### config.mk
export PLATFORM = sky130hd
export DESIGN_NAME = button_conditioner
export DESIGN_NICKNAME = d
export VERILOG_FILES = /design/src/rtl/button_conditioner.sv
export SDC_FILE = /design/constraint.sdc
export NUM_CORES = 1
export LEC_CHECK = 0
export CAP_MARGIN = 5
export CORE_ASPECT_RATIO = 1.1
export CORE_MARGIN = 3
export CORE_UTILIZATION = 50
export CTS_CLUSTER_DIAMETER = 80
export DETAILED_ROUTE_END_ITERATION = 6
export GPL_ROUTABILITY_DRIVEN = 0
export PLACE_DENSITY_LB_ADDON = 0.15
export SLEW_MARGIN = 30
export SYNTH_ARGS = -nofsm -noshare
export SYNTH_HDL_FRONTEND = slang
export SYNTH_SLANG_ARGS = --single-unit
### constraint.sdc
create_clock -name Clock -period 3.6 [get_ports Clock]
set_input_delay 0.36 -clock Clock [delete_from_list [all_inputs] [get_ports Clock]]
set_output_delay 0.36 -clock Clock [all_outputs]
set_load 0.01 [all_outputs]
### src/rtl/button_conditioner.sv
// Raw active-low push-button front end: two-flop synchronizer, shared ms timebase and a
// per-button debounce/auto-repeat FSM producing a debounced level and one-cycle press pulses.
`timescale 1ns/1ps
module button_conditioner #(
    parameter int NUM_BTN         = 3,
    parameter int TICK_CYCLES     = 50000,
    parameter int DEBOUNCE_MS     = 20,
    parameter int REPEAT_DELAY_MS = 500,
    parameter int REPEAT_RATE_MS  = 100
) (
    input  logic               Clock,
    input  logic               Resetn,
    input  logic [NUM_BTN-1:0] Buttons_n,
    input  logic [NUM_BTN-1:0] repeat_en,
    output logic [NUM_BTN-1:0] oLevel,
    output logic [NUM_BTN-1:0] oPulse
);

    localparam int              PW         = (TICK_CYCLES > 1) ? $clog2(TICK_CYCLES) : 1;
    localparam logic [PW-1:0]   TICK_LAST  = PW'(TICK_CYCLES - 1);
    localparam logic [9:0]      DB_LAST    = 10'(DEBOUNCE_MS - 1);
    localparam logic [9:0]      DELAY_LAST = 10'(REPEAT_DELAY_MS - 1);
    localparam logic [9:0]      RATE_LAST  = 10'(REPEAT_RATE_MS - 1);

    typedef enum logic [2:0] {IDLE, DB_DN, HELD, REPEAT, DB_UP} state_t;

    logic [NUM_BTN-1:0] sync1, sync2;
    logic [NUM_BTN-1:0] pressed;
    logic [PW-1:0]      presc;
    logic               tick;
    state_t             state [NUM_BTN];
    logic [9:0]         cnt   [NUM_BTN];

    // NOTE: synchronizer flops reset to 1 (released) so leaving reset never looks like a press.
    always_ff @(posedge Clock or negedge Resetn) begin
        if (!Resetn) begin
            sync1 <= '1;
            sync2 <= '1;
        end else begin
            sync1 <= Buttons_n;
            sync2 <= sync1;
        end
    end

    assign pressed = ~sync2;

    always_ff @(posedge Clock or negedge Resetn) begin
        if (!Resetn) begin
            presc <= '0;
        end else if (presc == TICK_LAST) begin
            presc <= '0;
        end else begin
            presc <= presc + 1'b1;
        end
    end

    assign tick = (presc == TICK_LAST);

    always_ff @(posedge Clock or negedge Resetn) begin
        if (!Resetn) begin
            for (int i = 0; i < NUM_BTN; i++) begin
                state[i] <= IDLE;
                cnt[i]   <= '0;
            end
            oLevel <= '0;
            oPulse <= '0;
        end else begin
            for (int i = 0; i < NUM_BTN; i++) begin
                // NOTE: default-clear makes every pulse exactly one cycle wide.
                oPulse[i] <= 1'b0;
                case (state[i])
                    IDLE: begin
                        if (pressed[i]) begin
                            state[i] <= DB_DN;
                            cnt[i]   <= '0;
                        end
                    end
                    DB_DN: begin
                        if (!pressed[i]) begin
                            state[i] <= IDLE;
                            cnt[i]   <= '0;
                        end else if (tick) begin
                            if (cnt[i] == DB_LAST) begin
                                state[i]  <= HELD;
                                cnt[i]    <= '0;
                                oLevel[i] <= 1'b1;
                                oPulse[i] <= 1'b1;
                            end else begin
                                cnt[i] <= cnt[i] + 10'd1;
                            end
                        end
                    end
                    HELD: begin
                        if (!pressed[i]) begin
                            state[i] <= DB_UP;
                            cnt[i]   <= '0;
                        end else if (!repeat_en[i]) begin
                            cnt[i] <= '0;
                        end else if (tick) begin
                            if (cnt[i] == DELAY_LAST) begin
                                state[i]  <= REPEAT;
                                cnt[i]    <= '0;
                                oPulse[i] <= 1'b1;
                            end else begin
                                cnt[i] <= cnt[i] + 10'd1;
                            end
                        end
                    end
                    REPEAT: begin
                        if (!pressed[i]) begin
                            state[i] <= DB_UP;
                            cnt[i]   <= '0;
                        end else if (!repeat_en[i]) begin
                            state[i] <= HELD;
                            cnt[i]   <= '0;
                        end else if (tick) begin
                            if (cnt[i] == RATE_LAST) begin
                                cnt[i]    <= '0;
                                oPulse[i] <= 1'b1;
                            end else begin
                                cnt[i] <= cnt[i] + 10'd1;
                            end
                        end
                    end
                    DB_UP: begin
                        // A bounce back to pressed restarts the repeat delay without a pulse.
                        if (pressed[i]) begin
                            state[i] <= HELD;
                            cnt[i]   <= '0;
                        end else if (tick) begin
                            if (cnt[i] == DB_LAST) begin
                                state[i]  <= IDLE;
                                cnt[i]    <= '0;
                                oLevel[i] <= 1'b0;
                            end else begin
                                cnt[i] <= cnt[i] + 10'd1;
                            end
                        end
                    end
                    default: begin
                        state[i] <= IDLE;
                        cnt[i]   <= '0;
                    end
                endcase
            end
        end
    end

endmodule

# Word level (Yosys, flattened, before mapping)
# Cells that the tools add are included.
# W data, S select, Z words.
# word_totals
word_cells	248
in_bits	8
out_inout_bits	6
reg_bits	67
# classes
n_eq_ne	73
mux	142
bitwise	1
n_reduce_logical	15
n_addsub	4
# ops
cell	count
$mux W10	39
$pmux W10 S5	3
$mux W3	39
$ne A3 B3 Y1 const B	24
$mux W1	51
$pmux W3 S5	3
$ne A2 B2 Y1 const B	21
$add A10 B1 Y10 const B	3
$eq A10 B5 Y1 const B	3
$eq A10 B7 Y1 const B	3
$eq A10 B9 Y1 const B	3
$reduce_and A9 Y1	3
$ne A4 B4 Y1 const B	6
$reduce_and A7 Y1	3
$eq A3 B2 Y1 const B	6
$add A16 B1 Y16 const B	1
$eq A16 B16 Y1 const B	1
$mux W16	1
$eq A3 B1 Y1 const B	3
$eq A3 B3 Y1 const B	3
$logic_not A3 Y1	3
$pmux W1 S3	3
$reduce_and A3 Y1	3
$pmux W1 S2	3
2 further kinds	4

# Depth between registers and ports, before layout
# Gate-level depths: netlist of the first run.
# depth
depth_word	6
ltp_mapped	8
mapped_depth_nobuf	6

# Least setup slack after synthesis of the first run
# OpenSTA, ideal clock, no wires.
# synth_timing
path_type	register to register
from	reg cnt[22] (netlist name)
to	reg cnt[27] (netlist name)
n_path_buf	1
stages_incl_launch_ff	7
path_slack_ns	1.348
synth_period_minus_slack_ns	2.252
arrival_ns	2.131
setup_time_ns	0.121
required_ns	3.479
cell_sequence	dfrtp_1 or3_4 or4_1 buf_2 o2bb2ai_2 a311o_1 a22o_1
# synth_via
elab_chain_len	6
elab_cells_between_ends	17
classes_between	add/sub (1); eq/ne (3); mux (13)
# synth_lines
element	line_no	text
start: declaration	32	logic [9:0] cnt [NUM_BTN];
start signal: indexed assignment	89	cnt[i] <= cnt[i] + 10'd1;
start signal: indexed assignment	105	cnt[i] <= cnt[i] + 10'd1;
start signal: indexed assignment	121	cnt[i] <= cnt[i] + 10'd1;
$add A10 B1 Y10 (tied with other cells)	-	
$mux W10 (on tied branches)	117, 100	
$mux W10 (on tied branches)	116, 99	
$mux W10 (on tied branches)	113, 97	
$mux W10 (on tied branches)	110, 94	
$pmux W10 S5 (*)	71	case (state[i])
# Every way passes the cells marked *; elsewhere a longest branch is shown, timed or not. The select of a mux whose other input is x is not followed.
# A chain may end at the register's enable or synchronous reset.

# Worst setup path in the final report of the first run
# layout_timing
from	reg presc[12]
to	reg cnt[13] (netlist name)
# layout_via
elab_chain_len	4
elab_cells_between_ends	8
classes_between	eq/ne (3); mux (4); reduce/logical (1)
# layout_lines
element	line_no	text
start: declaration	29	logic [PW-1:0] presc;
start signal: assignment	53	presc <= presc + 1'b1;
$eq A16 B16 Y1 (*)	57	assign tick = (presc == TICK_LAST);
$mux W10	-	
$mux W10 (on tied branches)	-	
$pmux W10 S5	-	
# Every way passes the cells marked *; elsewhere a longest branch is shown, timed or not.

==> key figures, run 1 <==
Status
  – Status: complete, no violations

Setup path
  – Arrival @ worst endpoint: approximately 2.8 ns
  – Critical-path cell list: nor4bb_1, and4b_1, buf_4, a21oi_1, a21oi_1, a21oi_1
  – CP required: 3.78 ns
  – CP Class: flip-flop to flip-flop
  – CP Buf/Inv Count: 1
  – CP Capture Type: flip-flop
  – Crit path top cell by count: a21oi_1
  – Slowest CP cell: and4b_1
  – Startpoint Class: flip-flop
  – CP max stage delay: 0.60 ns
  – Cell family with most CP delay: simple AND/OR/NAND/NOR gates
  – Critical Path Fanout Max: 12

Placed design
  – Post-DP HPWL: 6050 µm
  – Port bufs: 13
  – Dpl ws: 0.998 ns
  – Area after DPL: ~4200 µm²
  – Placed Cells incl. Taps: ~540

Synth
  – Register area share after synthesis: 42.0%
  – Synth area leader: dfrtp_1
  – Top_reg_cell synth: dfrtp_1
  – Yosys reg bits: 67
  – Number of synthesized flops with an enable pin: 0
  – Mapped Nets: 453
  – Synth top area share: between 30% and 40%
  – Yosys cell types: 72
  – Synthesized instance count: 441
  – Area contributors post-synth: dfrtp_1 38%, dfstp_2 3.9%, nand2_1 3.8%
  – Post-synth ARST share: 100%
  – Synth Warn #: 0
  – Mapped Area: about 4000 µm²
  – Synthesized area per cell: 9.10 µm²

Clock tree
  – Clk pin slew, worst setup/hold paths: 0.08 ns
  – Clock latency on the worst-skew pair: roughly 0.34 ns
  – Postcts setup bufs: 0
  – Htree depth: 3
  – TritonCTS clock tree: done
  – Clock root buffer: clkbuf_8
  – TritonCTS Buffers: 9
  – CTS sink cnt: 67
  – Bufs on Longest Clock Path: 2

Layout
  – Area grow syn2layout: 9.85%
  – Layout Utilization: between 50% and 60%
  – Layout cell share with drive strength beyond 1: 9.53%
  – Fin cells: 556
  – Most frequent cells in the layout: 61 x dfrtp_1, 41 x nand2_1, 41 x nor2_1
  – Final instance area: 4410 µm²
  – Antenna fix cells: 0
  – Commonest non-fill, non-tap cell in the layout: dfrtp_1
  – Multi-input logic area: 2190 µm²
  – Nets: 458
  – Fillers: 677
  – Reg area: 1680 µm²

GRT
  – Wire length of the first global-routing pass: 15100 µm
  – Largest net degree at the start of global routing: 57
  – Initial antenna violation count: 0
  – Overflow after GRT: 0
  – Met3 layer usage reported by global route: 4.65%
  – GR peak layer: met2
  – Met1 global-route usage: 28.5%
  – Vias in the first global route: 3172
  – Aggregate global-route resource usage: 20.2%
  – GR Util met2: 30.6%

Floorplanning
  – Die area: 9140 µm²
  – Effective utilization at floorplan: roughly 53%
  – Ports: 14
  – Row count: 33
  – Die W: 91.4 µm
  – Core ar.: 7640 µm²
  – Die Span Y: ~100 µm

Timing
  – Max-slew violations: 0
  – Final Setup Violations: 0
  – Pin slew with the least headroom to its limit: ~0.69 ns
  – Final setup skew: 0.0100 ns
  – Minimum clock period: 2.63 ns
  – Slew HR: 53.9%
  – Setup TNS: 0 ns
  – Final worst-path cycle share: between 70 and 80%
  – Fmax: 380 MHz
  – Min setup slack post-route: 0.970 ns
  – RSZ-0062 raised after global routing: no
  – Hold Fails Final Rpt: 0

Pwr
  – Peak VDD IR: 230 µV
  – Leakage: 1.81 nW
  – Pwr dens: 492 nW/µm²

Drt
  – Mean routed wirelength per cell: 15.8 µm
  – Via Count: 3466
  – Vias per inst: slightly above 6
  – DR DRC count: 0
  – Starting DRT DRC Count: 255
  – Final ANT Viol Nets: 0
  – DRT Pass-1 Iters: 4
  – DRT Wirelength: 8790 µm

Flow run
  – Max_cap viols: 0

Hold path
  – Min-delay worst type: flip-flop to flip-flop
## stage by stage
step | hold slack (ns) | power [mW]
6_report | 0.353 | 2.17
3_5_place_dp | 0.262 | 1.60
2_1_floorplan | 0.0644 | 1.44
3_3_place_gp | 0.262 | 1.59
4_1_cts | 0.352 | 2.18
5_1_grt | 0.349 | 2.33
## sequential cells by signal, summed over array words and instances (netlist names)
name	cells
oPulse	3
presc	16
sync1	3
state	9
oLevel	3
cnt	30
sync2	3
## repair_timing
action / CTS / global route
resized for setup: 0 / 0
hold endpoints to repair: 11 / 0
hold buffers: 1 / 0
## cell type report
| type | count | area share, % |
|---|---|---|
| sequential | 67 | 38.2 |
| clock buffer | 12 | 3.52 |
| multi-input combinational | 337 | 49.7 |
| clock inverter | 4 | 0.568 |
| timing repair buffer | 20 | 4.09 |
| tap | 105 | 2.98 |
| inverter | 11 | 0.936 |
## power breakdown
| group | switching (mW) | total, mW | leakage [nW] | internal (mW) |
|---|---|---|---|---|
| Sequential | 0.113 | 0.910 | 0.891 | 0.797 |
| Combinational | 0.387 | 0.680 | 0.828 | 0.293 |
| Clock | 0.294 | 0.580 | 0.0884 | 0.286 |
## layer usage
layer / wire length [µm] / share of wire, %
met3: 326 / 3.7
met2: 3970 / 45
met4: 164 / 1.9
met1: 4330 / 49
met5: 0 / 0
## Yosys cell counts (all sizes together), types with 5 or more instances
master / n
a211oi: 6
a21o: 5
a21oi: 17
a221o: 6
a31oi: 10
and2: 7
and3: 6
and4: 7
buf: 8
clkbuf: 18
dfrtp: 61
dfstp: 6
inv: 11
mux2i: 6
nand2: 41
nand3: 22
nand4: 10
nor2: 41
nor3: 11
nor4: 8
nor4b: 10
o21ai: 21
or3: 5
or4b: 5
xnor2: 5
xor2: 10
## cell families after synthesis
kind of cell,after synthesis,synth area share [%]
adders and majority gates,4,1.25
buffers and inverters,37,3.58
xor gates and xnor gates,15,3.27
DFF,67,42.0
muxes,7,1.78
AOI/OAI and AO/OA,112,20.2
and+or+nand+nor,199,28.0
## final timing paths
path	start	end	slack, ns	cells after the start
setup / recovery	presc[12]	cnt[13]	0.97	6
hold / removal	sync1[2]	sync2[2]	0.35	0
setup reg to reg	presc[12]	cnt[13]	0.97	6
hold reg to reg	sync1[2]	sync2[2]	0.35	0
max in group asynchronous	Resetn	state[4]	2.19	3
min in group asynchronous	Resetn	cnt[27]	0.42	2
## worst register-to-register path: cells and delay by family, from the launching register on
family,cells,cell delay (ns)
flip-flops,1,0.42
buffers and inverters,1,0.25
AO/OA/AOI/OAI,3,0.74
AND/OR/NAND/NOR,2,1.06
No activity file was read; power rests on OpenSTA's default activity.
==> run 2, diff against run 1 <==
==> constraint.sdc (replaced) <==
create_clock -name Clock -period 2.25 [get_ports Clock]
set_input_delay 0.225 -clock Clock [delete_from_list [all_inputs] [get_ports Clock]]
set_output_delay 0.225 -clock Clock [all_outputs]
set_load 0.01 [all_outputs]
==> key figures, run 2 (same netlist as run 1, synthesis figures left out) <==
Status
  – Status: complete, no violations

GRT
  – Vias in the first global route: 3530
  – Overflow after GRT: 0
  – Wire length of the first global-routing pass: 16300 µm
  – Aggregate global-route resource usage: 21.5%
  – Largest net degree at the start of global routing: 31
  – Initial antenna violation count: 0

Timing
  – Max-slew violations: 0
  – Final Setup Violations: 0
  – Final setup skew: 0.0107 ns
  – Minimum clock period: approximately 2.2 ns
  – Hold Fails Final Rpt: 0
  – Slew HR: 63.3%
  – Fmax: between 400 and 500 MHz
  – Final worst-path cycle share: 96.6%
  – Pin slew with the least headroom to its limit: 0.543 ns
  – Fin Hold WS: 0.280 ns

Setup path
  – Critical Path Fanout Max: 7
  – CP Capture Type: flip-flop
  – Arrival @ worst endpoint: approximately 2.4 ns
  – CP Class: flip-flop to flip-flop
  – CP required: 2.49 ns
  – Startpoint Class: flip-flop

Layout
  – Layout cell share with drive strength beyond 1: 20.6%
  – Largest Register: cnt
  – Antenna fix cells: 0
  – Commonest non-fill, non-tap cell in the layout: dfrtp_1
  – Largest regs: cnt (30), presc (16), state (9)
  – Area grow syn2layout: 21.8%
  – Fillers: 658
  – Fin cells: just over 600
  – Max reg flops: 30
  – Nets: 513
  – Final instance area: 4890 µm²
  – Most frequent cells in the layout: 61 x dfrtp_1, 60 x buf_4, 41 x nand2_1, 41 x nor2_1, 22 x nand3_1

Pwr
  – Leakage: between 2 and 2.5 nW
  – Peak VDD IR: roughly 400 µV
  – Pwr dens: 762 nW/µm²

Drt
  – DRT Pass-1 Iters: 5
  – Vias per inst: about 6.0
  – Starting DRT DRC Count: 262
  – Via Count: ~3700
  – DR DRC count: 0
  – Mean routed wirelength per cell: 15.4 µm
  – Final ANT Viol Nets: 0
  – DRT Wirelength: 9430 µm

Clock tree
  – CTS sink cnt: 67
  – Clock root buffer: clkbuf_8
  – Bufs on Longest Clock Path: 2
  – TritonCTS clock tree: done
  – Clock latency on the worst-skew pair: 0.35 ns
  – TritonCTS Buffers: 9
  – Clk pin slew, worst setup/hold paths: approximately 0.080 ns
  – Htree depth: 3

Floorplanning
  – Row count: 33
  – Core ar.: 7640 µm²
  – Effective utilization at floorplan: between 50% and 60%
  – Die Span Y: around 100 µm
  – Die W: approximately 90 µm
  – Die area: roughly 9100 µm²
  – Ports: 14

Flow run
  – Max_cap viols: 0

Hold path
  – Min-delay worst type: primary input to flip-flop

Placed design
  – Port bufs: 13
  – Placed Cells incl. Taps: 593
  – Post-DP HPWL: 6730 µm
  – Area after DPL: about 4600 µm²
-- run 2: stage by stage --
| stage | setup slack (ns) | util, % | TNS (ns) | total power [mW] |
|---|---|---|---|---|
| 5_1_grt | -0.00928 | 64.0 | -0.00928 | 3.97 |
| 4_1_cts | 0.00696 | 63.3 | 0 | 3.72 |
| 3_5_place_dp | -0.00390 | 60.6 | -0.00390 | 2.70 |
| 6_report | 0.0770 | 64.0 | 0 | 3.73 |
| 2_1_floorplan | 0.0206 | - | 0 | 2.30 |
| 3_3_place_gp | 0.0508 | 60.6 | 0 | 2.68 |
-- run 2: final timing paths --
| check | startpoint | endpoint | slack [ns] | depth (start not counted) |
|---|---|---|---|---|
| max reg2reg | cnt[29] | cnt[27] | 0.08 | 5 |
| min reg2reg | sync1[2] | sync2[2] | 0.36 | 0 |
| max in group asynchronous | Resetn | presc[0] | 1.24 | 3 |
| min | Buttons_n[2] | sync1[2] | 0.28 | 1 |
| max | cnt[29] | cnt[27] | 0.08 | 5 |
| min in group asynchronous | Resetn | cnt[1] | 0.38 | 2 |
-- run 2: power by group --
group / internal (mW) / switching (mW)
clock network: 0.507 / 0.497
logic: 0.597 / 0.766
registers: 1.28 / 0.0820
-- run 2: cell type report --
class | count | area, µm² | share of cell area (%)
clock inverters | 7 | 68.8 | 1.41
well taps | 105 | 131 | 2.69
multi-input cells | 337 | 2230 | 45.7
inverters | 11 | 41.3 | 0.845
repair buffers | 75 | 606 | 12.4
flip-flops and latches | 67 | 1680 | 34.5
clock buffers | 9 | 124 | 2.53
-- run 2: repair_timing --
action	4_1_cts	5_1_grt
cloned	0	0
setup endpoints to repair	1	16
pin swaps	1	1
buffers inserted	0	1
hold buffers	1	0
gates resized for setup	0	10
hold endpoints to repair	16	0
-- run 2: worst max-delay path, stage by stage (launching register included) --
cell and delay [ns]:
dfrtp_1 0.40, or3_4 0.40, or4_4 0.52, o2bb2ai_2 0.19, a311o_1 0.33, a22o_1 0.23
-- run 2: routing by layer --
metal | up-vias | part of all wire [%] | global-route usage (%)
li1 | 1801 | - | -
met1 | 1753 | 47 | 29.5
met2 | 96 | 47 | 34.5
met3 | 14 | 4.6 | 3.97
met4 | 0 | 1.7 | 7.19
met5 | - | 0 | 0
